[src/rtl/kw_credit_fifo.sv]
// Credit-managed receive FIFO: absorbs a no-backpressure valid stream and presents
// it as show-ahead ready/valid, returning one credit pulse per popped entry.
module kw_credit_fifo #(
  parameter  int DATA_WIDTH = 8,
  parameter  int DEPTH      = 4,
  localparam int CW         = $clog2(DEPTH + 1)
) (
  input  logic                  clock,
  input  logic                  reset_n,
  input  logic                  i_v,
  input  logic [DATA_WIDTH-1:0] i,
  output logic                  o_v,
  output logic [DATA_WIDTH-1:0] o,
  input  logic                  o_ready,
  output logic                  credit_o,
  output logic [CW-1:0]         count,
  output logic                  overflow
);

  localparam int PW = (DEPTH > 1) ? $clog2(DEPTH) : 1;

  logic [DATA_WIDTH-1:0] mem_q [DEPTH];
  logic [PW-1:0]         wptr_q, wptr_d;
  logic [PW-1:0]         rptr_q, rptr_d;
  logic [CW-1:0]         count_q, count_d;
  logic                  credit_q;
  logic                  overflow_q, overflow_d;
  logic                  full;
  logic                  push;
  logic                  pop;

  // Pointers wrap explicitly so non-power-of-2 depths work.
  function automatic logic [PW-1:0] ptr_inc(input logic [PW-1:0] p);
    return (p == PW'(DEPTH - 1)) ? '0 : p + PW'(1);
  endfunction

  always_comb begin
    full       = (count_q == CW'(DEPTH));
    pop        = (count_q != '0) && o_ready;
    push       = i_v && (!full || pop);
    wptr_d     = push ? ptr_inc(wptr_q) : wptr_q;
    rptr_d     = pop  ? ptr_inc(rptr_q) : rptr_q;
    overflow_d = overflow_q || (i_v && !push);
    count_d    = count_q;
    case ({push, pop})
      2'b10:   count_d = count_q + CW'(1);
      2'b01:   count_d = count_q - CW'(1);
      default: count_d = count_q;
    endcase
  end

  always_ff @(posedge clock or negedge reset_n) begin
    if (!reset_n) begin
      wptr_q     <= '0;
      rptr_q     <= '0;
      count_q    <= '0;
      credit_q   <= 1'b0;
      overflow_q <= 1'b0;
    end else begin
      wptr_q     <= wptr_d;
      rptr_q     <= rptr_d;
      count_q    <= count_d;
      credit_q   <= pop;
      overflow_q <= overflow_d;
    end
  end

  // Storage is deliberately not reset; o is gated by o_v instead.
  always_ff @(posedge clock) begin
    if (push) mem_q[wptr_q] <= i;
  end

  assign o_v      = (count_q != '0);
  assign o        = o_v ? mem_q[rptr_q] : '0;
  assign credit_o = credit_q;
  assign count    = count_q;
  assign overflow = overflow_q;

endmodule

[config.mk]
export PLATFORM = sky130hd
export DESIGN_NAME = kw_credit_fifo
export DESIGN_NICKNAME = d
export VERILOG_FILES = /design/src/rtl/kw_credit_fifo.sv
export SDC_FILE = /design/constraint.sdc
export NUM_CORES = 1
export LEC_CHECK = 0
export ABC_AREA = 0
export BUFFER_PORTS_ARGS = -buffer_cell sky130_fd_sc_hd__buf_2
export CORE_MARGIN = 3
export CORE_UTILIZATION = 45
export DETAILED_ROUTE_END_ITERATION = 16
export GPL_TIMING_DRIVEN = 0
export HOLD_SLACK_MARGIN = 0.08
export PLACE_DENSITY = 0.67
export SETUP_SLACK_MARGIN = 0.02
export SLEW_MARGIN = 20
export SYNTH_ARGS = -nofsm -noshare
export SYNTH_HDL_FRONTEND = slang
export SYNTH_SLANG_ARGS = --single-unit
[constraint.sdc]
create_clock -name clock -period 2.9 [get_ports clock]
set_input_delay 0.145 -clock clock [delete_from_list [all_inputs] [get_ports clock]]
set_output_delay 0.145 -clock clock [all_outputs]
set_load 0.05 [all_outputs]
# Word level (Yosys, flattened, before mapping)
# Memory sizes are Yosys's and may differ from the RTL's.
# Index checks and enable logic that the tools add are counted.
# totals
out_inout_bits,14
ramBits,32
reg_bits,9
word_cells,30
mem_count,1
input_bits,12
# op_classes
n_eq_ne,5
n_reduce_logical,9
add_sub_neg,4
n_mux,6
# mem_list
name,words,width,read_ports,rd_clocked_by_memory_dff,write_ports,line_no,rtl
mem_q,4,8,1,0,1,22,logic [DATA_WIDTH-1:0] mem_q [DEPTH];
# op_table
operator,n
8-bit 2-to-1 mux,1
"2-bit equality test, second input constant",3
3-bit case mux with 2 select lines,1
"2-bit by 1-bit adder with 2-bit output, second input constant",2
2-bit 2-to-1 mux,2
"3-bit by 1-bit adder with 3-bit output, second input constant",1
"3-bit equality test, second input constant",1
1-bit logical AND,3
3-bit nonzero test,1
"3-bit by 1-bit subtractor with 3-bit output, second input constant",1
"2-bit by 1-bit equality test with 1-bit output, second input constant",1
1-bit logical NOT,2
1-bit logical OR,2
1-bit 2-to-1 mux,2
2-bit nonzero test,1

# Logic depth before layout (Yosys ltp)
# Gate-level depths: netlist of the first run.
# logic_depth
word_depth,7
ltp_mapped,7
mapped_depth_nobuf,6

# Worst setup path before layout of the first run
# OpenSTA, ideal clock, no wires.
# synth_timing
path_kind,reg2reg
start,reg count_q[1] (netlist: count[1])
end,reg count_q[2] (netlist: count[2])
path_stages_with_launch,8
path_buffers,1
arrival_time_ps,2802
slack_ps,-20
setup_time_ps,118
required_ps,2782
period_less_slack_ps,2920
cell_sequence,dfrtp_1 or3_1 clkbuf_1 nand3b_1 fa_1 or3b_1 a32o_1 a21o_1
# synth_via
elab_chain_cells,6
elab_cells_between_ends,12
cone_classes,2 x add/sub; 3 x eq/ne; 1 x mux; 6 x reduce/logical
# synth_rtl
element,line_no,rtl
start: declaration,25,"logic [CW-1:0] count_q, count_d;"
start signal: assignment,62,count_q <= count_d;
3-bit nonzero test (*),n/a,
net o_v,12,"output logic o_v,"
1-bit logical AND (*),39,pop = (count_q != '0) && o_ready;
1-bit logical OR,40,push = i_v && (!full || pop);
1-bit logical AND,40,
2-bit by 1-bit equality test with 1-bit output or 2-bit equality test (tied branches),45,"case ({push, pop})"
3-bit case mux with 2 select lines or 2-bit nonzero test (tied branches),n/a,
# Mark *: on every way through the listed nets, which the timed path passes. The rest lies on a longest branch.
# A chain may end at the register's enable or synchronous reset.

# Final worst setup path of the first run
# layout_timing
start,reg count_q[0] (netlist: count[0])
end,reg count_q[2] (netlist: count[2])
# layout_via
elab_chain_cells,6
elab_cells_between_ends,12
cone_classes,2 x add/sub; 3 x eq/ne; 1 x mux; 6 x reduce/logical
# layout_rtl
element,line_no
3-bit equality test or 3-bit nonzero test (tied branches),"38, 39"
1-bit logical NOT or 1-bit logical AND (tied branches),"40, 39"
1-bit logical OR,40
1-bit logical AND,40
2-bit by 1-bit equality test with 1-bit output or 2-bit equality test (tied branches),45
3-bit case mux with 2 select lines or 2-bit nonzero test (tied branches),n/a
# Parallel ways exist; a longest one is shown, timed or not.

==> results of run 1 <==
==> metrics by stage <==
stage	utilization (%)	area [um^2]	hold slack, ps	std cells
2_1_floorplan	-	1800	-151	107
3_3_place_gp	52.8	1980	7.60	179
3_5_place_dp	52.8	1980	12.1	179
4_1_cts	57.5	2150	154	196
5_1_grt	57.5	2150	184	196
6_report	57.5	2150	163	196
==> worst reg2reg max path: stages (launching register included) <==
cell      delay [ps]
dfrtp_1          490
or3_1            170
clkbuf_2         220
nand3b_1         130
fa_1             420
or3b_1           390
a32o_1           260
a21o_1           150
==> power groups by stage <==
stage | registers [W] | logic (W) | clock network, W
finish | 0.000879 | 0.00121 | 0.000356
floorplan | 0.000979 | 0.000856 | 0
detailed placement | 0.000890 | 0.00122 | 0
CTS | 0.000879 | 0.00123 | 0.000369
global route | 0.000897 | 0.00132 | 0.000394
global placement | 0.000877 | 0.00119 | 0
==> Yosys cell counts (2+ instances only) <==
master	count
a21o_1	2
dfrtp_1	9
mux2_2	4
edfxtp_1	32
ha_1	5
mux4_2	8
o21ai_0	2
buf_2	2
nand3b_1	2
nor2_1	4
and2_1	12
clkbuf_1	2
inv_1	6
xor2_1	2
nor2b_1	2
==> cells in the final DEF (no fill, tap or decap), drive strengths merged, types with 2 or more instances in the layout <==
cell and instances:
and2 12, clkinv 2, mux4 8, nor2b 2
nand3b 2, xor2 2, a21o 2, clkbuf 7
dlygate4sd3 9, o21ai 2, mux2 4, dfrtp 9
nor2 4, buf 27, inv 6, edfxtp 32
ha 5
==> worst max-delay path by stage <==
stage,from,to,slack (ps),cells after the start
after detailed placement,count[0],count[2],590,7
after CTS,count[0],count[2],560,7
after global placement,count[0],count[2],660,7
final,count[0],count[2],580,7
after global routing,count[0],count[2],410,7
after floorplan,count[1],count[2],280,7
==> sequential cells by signal (all words and copies together), names as in the netlist <==
name,count
count,3
credit_o,1
mem_q,32
overflow,1
rptr_q,2
wptr_q,2
==> area by class of cell <==
| class | instances | area, um^2 |
|---|---|---|
| buffer | 5 | 30.0 |
| clock buffer | 5 | 68.8 |
| clock inverter | 3 | 17.5 |
| fill | 321 | 1590 |
| inverter | 6 | 22.5 |
| multi-input combinational | 55 | 557 |
| sequential | 41 | 1190 |
| tap | 48 | 60.1 |
| timing repair buffer | 33 | 210 |
==> kinds of logic (layout without fill, tap and decap cells) <==
logic type | count (synthesis) | count (layout) | share of synthesized area (%)
multiplexers | 12 | 12 | 12.6
flip-flops | 41 | 41 | 66.1
XOR/XNOR | 2 | 2 | 0.976
AO/OA/AOI/OAI | 9 | 9 | 3.84
buffers and inverters | 11 | 52 | 2.86
adder cells (fa/ha/maj) | 6 | 6 | 4.60
AND/OR/NAND/NOR | 26 | 26 | 9.06
==> what timing repair did <==
item,CTS,global route
endpoints found under the hold margin,41,0
hold buffers,9,0
resized for setup,0,0
==> per-layer routing <==
layer	vias up	routed length, um	GRT usage (%)
met2	18	1650	23.7
met1	522	1270	18.5
met5	-	0	0
li1	479	-	-
met4	0	45	6.72
met3	5	111	3.79
==> flow_metrics.tcl, run 1 <==
set metrics [dict create \
    num_antenna_cells 0 \
    clk_pin_slew_ps 80 \
    grt_pass1_wl_um 5420 \
    crit_slowest_cell "dfrtp_1" \
    switching_share_pct 43.9 \
    synth_cell_type_count 28 \
    cts_root_buffer "clkbuf_8" \
    post-route-period-util_pct 80.0 \
    hold_end "credit_o" \
    ios 26 \
    rows 22 \
    via_per_inst 5.22 \
    max_clock_freq_ghz 0.431 \
    end_kind "register" \
    min-delay-start "o_ready" \
    fin_crit_ps 2320 \
    hp-class "in2reg" \
    drt_iter0_markers 63 \
    grt_antenna_before_repair 0 \
    drc 0 \
    place_ws_ps 590 \
    worst_pin_slew_ps 585 \
    rrSetupSlack_ps 580 \
    cts.sinks 41 \
    ys_seq_area_share_pct 66.1 \
    htree_levels 2 \
    dpl.hpwl_um 2090 \
    drtPass1Iterations 4 \
    initial_core_util_pct 47.9 \
    switching_power_w 0.00107 \
    cp-start-kind "register" \
    worstPathCellList "or3_1 > clkbuf_2 > nand3b_1 > fa_1 > or3b_1 > a32o_1 > a21o_1" \
    drive_above_1_share_pct 33.8 \
    crit_buf_inv 1 \
    core_mm2 0.00374 \
    synth_edf_count 32 \
    fp.dieH_um 69.1 \
    finalWorstSetupSlack_ps 580 \
    cp_data_required_time_ps 3090 \
    syn_inst 107 \
    grt.overflow.total 0 \
    syn-cell-area_mm2 0.00179 \
    power.total_w 0.00245 \
    cts_tree "yes" \
    r2r_cells 7 \
    grt_usage_pct 14.7 \
    drv_cap 0 \
    maxSlewHeadroom_pct 61.0 \
    p_int_w 0.00137 \
    power_frac_clock_pct 14.6 \
    peakVddDrop_mv 0.434 \
    yosysWarningCount 0 \
    numCtsBuffers 5 \
    comb_power_share_pct 49.5 \
    wire_per_inst_um 15.7 \
    hold_depth 3 \
    hold_viol_final 0 \
    synth_ff_type "edfxtp_1" \
    r2r_start "count[0]" \
    yosys.area.top_type_share_pct 53.6 \
    io_buffers 24 \
    setup_viol 0 \
    nets 165 \
    syn_nets 125 \
    clockBufferDepth 2 \
    fp.dieW_um 69.1 \
    routed_wl_um 3080 \
    syn_area_per_cell_um2 16.8 \
    rsz0062_at_grt "no" \
    drv_slew 0 \
    critical_path.top_delay_family "simple AND/OR/NAND/NOR gates" \
    cellPowerDensity_mw_per_mm2 1140 \
    area_growth_pct 19.9 \
    seq_power_share_pct 35.9 \
    gp_congestion 0.699 \
    yosysTopAreaCell "edfxtp_1" \
    critPathKind "reg2reg" \
    cp_max_fo 10 \
    clk_latency_ps 290 \
    dr_total_vias 1024 \
    r2r_end "count[2]" \
    cts_setup_buffers 0 \
    synth_area_leaders "edfxtp_1, dfrtp_1, mux4_2" \
    grt_pass1_vias 1141 \
    ys_seq_elements 41 \
    max_stage_delay_ps 490 \
    cellLeakagePower_nw 0.834 \
    status "finished clean" \
    ant_nets 0 \
    die_area_mm2 0.00478 \
    finClkSkew_ps 4.74 \
    synthArstFlopShare_pct 22.0 \
    crit_arrival_ps 2510 \
    tns_ps 0 \
    grt_max_degree 14 \
]
No activity file was read; power rests on OpenSTA's default activity.
==> inputs of run 2 (changes only) <==
--- a/config.mk
+++ b/config.mk
@@ -12,7 +12,7 @@
 export DETAILED_ROUTE_END_ITERATION = 16
 export GPL_TIMING_DRIVEN = 0
 export HOLD_SLACK_MARGIN = 0.08
-export PLACE_DENSITY = 0.67
+export PLACE_DENSITY = 0.7
 export SETUP_SLACK_MARGIN = 0.02
 export SLEW_MARGIN = 20
 export SYNTH_ARGS = -nofsm -noshare
==> constraint.sdc (replaced) <==
create_clock -name clock -period 1.9 [get_ports clock]
set_input_delay 0.095 -clock clock [delete_from_list [all_inputs] [get_ports clock]]
set_output_delay 0.095 -clock clock [all_outputs]
set_load 0.05 [all_outputs]
==> run 2 against run 1 <==
The run now ends with negative setup slack left. Clock-buffer cell count rose by 1. Utilization is 3.2 points higher. Sequential share of layout area down 2.7 points. Flip-flop and latch count did not move. Worst hold slack got worse by 50 ps. Critical endpoint is now count[1]. Largest power group unchanged.
==> flow_metrics.tcl, run 2 (synthesis results as in run 1) <==
set metrics [dict create \
    final_cell_mix "edfxtp_1, buf_2, dlygate4sd3_1" \
    cp_data_required_time_ps 2110 \
    cp_max_fo 2 \
    grt_pass1_wl_um 4980 \
    via_per_inst 5.13 \
    cts_root_buffer "clkbuf_8" \
    htree_levels 2 \
    core_mm2 0.00374 \
    hp-class "in2reg" \
    max_stage_delay_ps 460 \
    initial_core_util_pct 47.9 \
    drtPass1Iterations 4 \
    num_antenna_cells 0 \
    cellLeakagePower_nw 0.892 \
    drt_iter0_markers 51 \
    wire_per_inst_um 15.1 \
    r2r_end "count[1]" \
    routed_wl_um 3070 \
    r2r_start "count[2]" \
    rsz0062_at_grt "yes" \
    cellPowerDensity_mw_per_mm2 1810 \
    grt_usage_pct 13.6 \
    crit_arrival_ps 2170 \
    numCtsBuffers 5 \
    clockBufferDepth 2 \
    largest_reg_flops 32 \
    nFillCells 286 \
    largest-register "mem_q" \
    design_area_mm2 0.00227 \
    fin_crit_ps 1960 \
    peakVddDrop_mv 0.774 \
    drv_cap 0 \
    crit_slowest_cell "fa_2" \
    grt.overflow.total 0 \
    r2r_cells 6 \
    placed_area_mm2 0.00201 \
    drv_slew 0 \
    violations "negative setup slack" \
    end_kind "register" \
    cp-startpoint "count[2]" \
    fp.dieW_um 69.1 \
    tns_ps -62.3 \
    post-route-period-util_pct 103 \
    worstPathCellList "or3_4 > nand3b_1 > fa_2 > o21ba_4 > o211ai_1 > a22oi_1" \
    drive_above_1_share_pct 42.6 \
    nets 172 \
    cts_tree "yes" \
    dpl.hpwl_um 1960 \
    hold_viol_final 0 \
    grt_antenna_before_repair 0 \
    die_area_mm2 0.00478 \
    utilization_pct 60.7 \
    clk_latency_ps 290 \
    status "finished, violations left" \
    max_clock_freq_ghz 0.510 \
    critPathCapture "count[1]" \
    fp.dieH_um 69.1 \
    clk_pin_slew_ps 80 \
    hold_depth 3 \
    ios 26 \
    cts.sinks 41 \
    rows 22 \
    maxSlewHeadroom_pct 76.5 \
    drc 0 \
    finalWorstSetupSlack_ps -62.3 \
    rrSetupSlack_ps -60 \
    cp-start-kind "register" \
    gp_congestion 0.725 \
    ant_nets 0 \
    setup_viol 1 \
    final_common_cell "edfxtp_1" \
    area_growth_pct 26.6 \
    grt_pass1_vias 1093 \
    grt_max_degree 14 \
    critPathKind "reg2reg" \
    dr_total_vias 1041 \
    io_buffers 24 \
    finClkSkew_ps 7.73 \
    worst_pin_slew_ps 352 \
]
[run 2: cell types whose count changed in the layout (fill, tap and decap cells not counted), moves of 2 or more]
cell and change:
clkinv_2 -2, and2_1 -4, buf_4 +8, dfrtp_2 +3
and2_2 +4, dfrtp_1 -3
[run 2: worst min path at each step]
| stage | endpoint | from |
|---|---|---|
| finish | credit_o | o_ready |
| global placement | wptr_q[1] | reset_n |
| CTS | credit_o | o_ready |
| detailed placement | overflow | reset_n |
| global route | credit_o | o_ready |
| floorplan | count[0] | reset_n |
[run 2: what timing repair did]
action / in CTS / in global routing
hold endpoints to repair: 41 / 0
gates cloned: 0 / 0
gates resized for setup: 3 / 6
pin swaps: 4 / 3
endpoints found under the setup margin: 10 / 40
setup buffers: 5 / 3
hold buffers: 9 / 0
[run 2: layer usage]
layer | up-vias | wire length [um] | GRT usage [%]
li1 | 494 | - | -
met1 | 522 | 1250 | 15.4
met2 | 19 | 1640 | 23.8
met3 | 6 | 135 | 4.52
met4 | 0 | 46 | 4.56
met5 | - | 0 | 0
[run 2: metrics by stage]
step                      power [W]  setup slack [ps]  hold WS [ps]  cells
after floorplan             0.00289              -316          -201    107
after global placement      0.00324              -206         -46.6    179
after detailed placement    0.00330              -221         -40.7    179
after CTS                   0.00403             -36.4           116    200
after global routing        0.00434              -119           151    203
final                       0.00412             -62.3           113    203
[run 2: area by class of cell]
| class | instances | area (um^2) | share of cell area [%] |
|---|---|---|---|
| flip-flops and latches | 41 | 1190 | 52.4 |
| clock inverters | 2 | 38.8 | 1.71 |
| inverters | 6 | 22.5 | 0.992 |
| well taps | 48 | 60.1 | 2.64 |
| multi-input cells | 55 | 576 | 25.3 |
| plain buffers | 4 | 41.3 | 1.82 |
| repair buffers | 41 | 270 | 11.9 |
| clock buffers | 6 | 72.6 | 3.20 |
[run 2: worst max-delay path, delay by kind of cell, from the launching register on]
family	cells	cell delay [ps]
fa+ha+maj	1	460
compound gates	3	500
flops	1	420
simple gates	2	500
[run 2: power by group]
group	switching (W)	total [W]	internal [W]
registers	0.0000976	0.00131	0.00122
logic	0.00130	0.00213	0.000825
clock network	0.000286	0.000680	0.000394
total	0.00168	0.00412	0.00243
==> inputs of run 3 (changes only) <==
--- a/config.mk
+++ b/config.mk
@@ -9,6 +9,7 @@
 export BUFFER_PORTS_ARGS = -buffer_cell sky130_fd_sc_hd__buf_2
 export CORE_MARGIN = 3
 export CORE_UTILIZATION = 45
+export CTS_BUF_LIST = sky130_fd_sc_hd__clkbuf_8
 export DETAILED_ROUTE_END_ITERATION = 16
 export GPL_TIMING_DRIVEN = 0
 export HOLD_SLACK_MARGIN = 0.08
==> run 3 against run 2 <==
The flow still finishes with violations (negative setup slack). Flip-flop and latch count unchanged. Clock-buffer cell count shrank 1. Die area unchanged. Clock skew about the same. Wire length unchanged. Critical path depth unchanged. Setup slack unchanged. Sequential power is essentially flat. Worst hold slack unchanged.
==> flow_metrics.tcl, run 3 (synthesis results as in run 1) <==
set metrics [dict create \
    clk_latency_ps 290 \
    cp_data_required_time_ps 2110 \
    max_clock_freq_ghz 0.510 \
    core_mm2 0.00374 \
    worst_pin_slew_ps 352 \
    grt.overflow.total 0 \
    area_growth_pct 26.6 \
    drive_above_1_share_pct 42.6 \
    dp.cells 179 \
    drt_iter0_markers 54 \
    status "finished, violations left" \
    comb_power_share_pct 51.7 \
    hold_ws_ps 113 \
    routed_wl_um 3070 \
    clk_pin_slew_ps 80 \
    power_frac_clock_pct 16.4 \
    tns_ps -62.3 \
    r2r_end "count[1]" \
    nets 172 \
    cellPowerDensity_mw_per_mm2 1810 \
    rsz0062_at_grt "yes" \
    grt_usage_pct 13.6 \
    r2r_start "count[2]" \
    cts.sinks 41 \
    cts_tree "yes" \
    hp-class "in2reg" \
    drtPass1Iterations 4 \
    peakVddDrop_mv 0.774 \
    final_cells 203 \
    htree_levels 2 \
    nFillCells 286 \
    switching_share_pct 41.0 \
    initial_core_util_pct 47.9 \
    io_buffers 24 \
    cts_root_buffer "clkbuf_8" \
    grt_max_degree 14 \
    dpl.hpwl_um 1960 \
    finalWorstSetupSlack_ps -62.3 \
    num_antenna_cells 0 \
    clockBufferDepth 2 \
    largest-register "mem_q" \
    final_cell_mix "edfxtp_1, buf_2, dlygate4sd3_1" \
    ant_nets 0 \
    seq_power_share_pct 31.9 \
    wire_per_inst_um 15.1 \
    ios 26 \
    dr_total_vias 1041 \
    rrSetupSlack_ps -60 \
    critPathKind "reg2reg" \
    fin_crit_ps 1960 \
    drc 0 \
    gp_congestion 0.725 \
    fp.dieH_um 69.1 \
    r2r_cells 6 \
    grt_pass1_wl_um 4980 \
    end_kind "register" \
    final_common_cell "edfxtp_1" \
    grt_pass1_vias 1093 \
    cp_max_fo 2 \
    power.total_w 0.00411 \
    via_per_inst 5.13 \
    largest_reg_flops 32 \
    cp-startpoint "count[2]" \
    hold_viol_final 0 \
    fp.dieW_um 69.1 \
    critPathCapture "count[1]" \
    die_area_mm2 0.00478 \
    violations "negative setup slack" \
    maxSlewHeadroom_pct 76.5 \
    switching_power_w 0.00168 \
    grt_antenna_before_repair 0 \
    crit_arrival_ps 2170 \
    rows 22 \
    finClkSkew_ps 7.73 \
    drv_cap 0 \
    post-route-period-util_pct 103 \
    drv_slew 0 \
    cellLeakagePower_nw 0.896 \
    setup_viol 1 \
    numCtsBuffers 5 \
    p_int_w 0.00243 \
    cp-start-kind "register" \
]
[run 3: worst min-delay path by stage]
| stage | end | cells past startpoint | slack (ps) | startpoint |
|---|---|---|---|---|
| 3_3_place_gp | wptr_q[1] | 1 | -50 | reset_n |
| 3_5_place_dp | overflow | 1 | -40 | reset_n |
| 5_1_grt | credit_o | 3 | 150 | o_ready |
| 6_report | credit_o | 3 | 110 | o_ready |
| 4_1_cts | credit_o | 3 | 120 | o_ready |
| 2_1_floorplan | count[0] | 0 | -200 | reset_n |
[run 3: power groups by stage]
stage | Clock (W) | Combinational [W] | Sequential, W
global route | 0.000727 | 0.00227 | 0.00134
global placement | 0 | 0.00190 | 0.00135
finish | 0.000675 | 0.00213 | 0.00131
floorplan | 0 | 0.00139 | 0.00150
detailed placement | 0 | 0.00193 | 0.00136
CTS | 0.000687 | 0.00203 | 0.00131
[run 3: what timing repair did]
item,4_1_cts,5_1_grt
cloned,0,0
endpoints found under the hold margin,41,0
endpoints found under the setup margin,10,40
resized for setup,3,6
pin swaps,4,3
hold buffers,9,0
setup buffers,5,3
[run 3: per-layer routing]
layer / vias to the layer above / global-route usage [%] / wire length [um]
met1: 522 / 15.4 / 1250
met5: - / 0 / 0
met4: 0 / 4.56 / 46
met2: 19 / 23.8 / 1640
met3: 6 / 4.52 / 135
li1: 494 / - / -
[run 3: per-stage QoR]
step	worst slack [ps]	util (%)	area (um^2)
4_1_cts	-36.4	59.7	2230
2_1_floorplan	-316	-	1830
6_report	-62.3	60.7	2270
5_1_grt	-119	60.7	2270
3_3_place_gp	-206	53.8	2010
3_5_place_dp	-221	53.8	2010
[run 3: worst max-delay path, cell delays in order (launching register included)]
cell	delay, ps
dfrtp_2	420
or3_4	390
nand3b_1	110
fa_2	460
o21ba_4	220
o211ai_1	90
a22oi_1	190
[run 3: layout make-up]
type                    instances  area (um^2)  share of cell area, %
flip-flops and latches         41         1190                   52.4
multi-input cells              55          576                   25.3
repair buffers                 41          270                   11.9
inverters                       6         22.5                  0.992
plain buffers                   4         41.3                   1.82
well taps                      48         60.1                   2.64
clock buffers                   5         68.8                   3.03
clock inverters                 3         42.5                   1.87
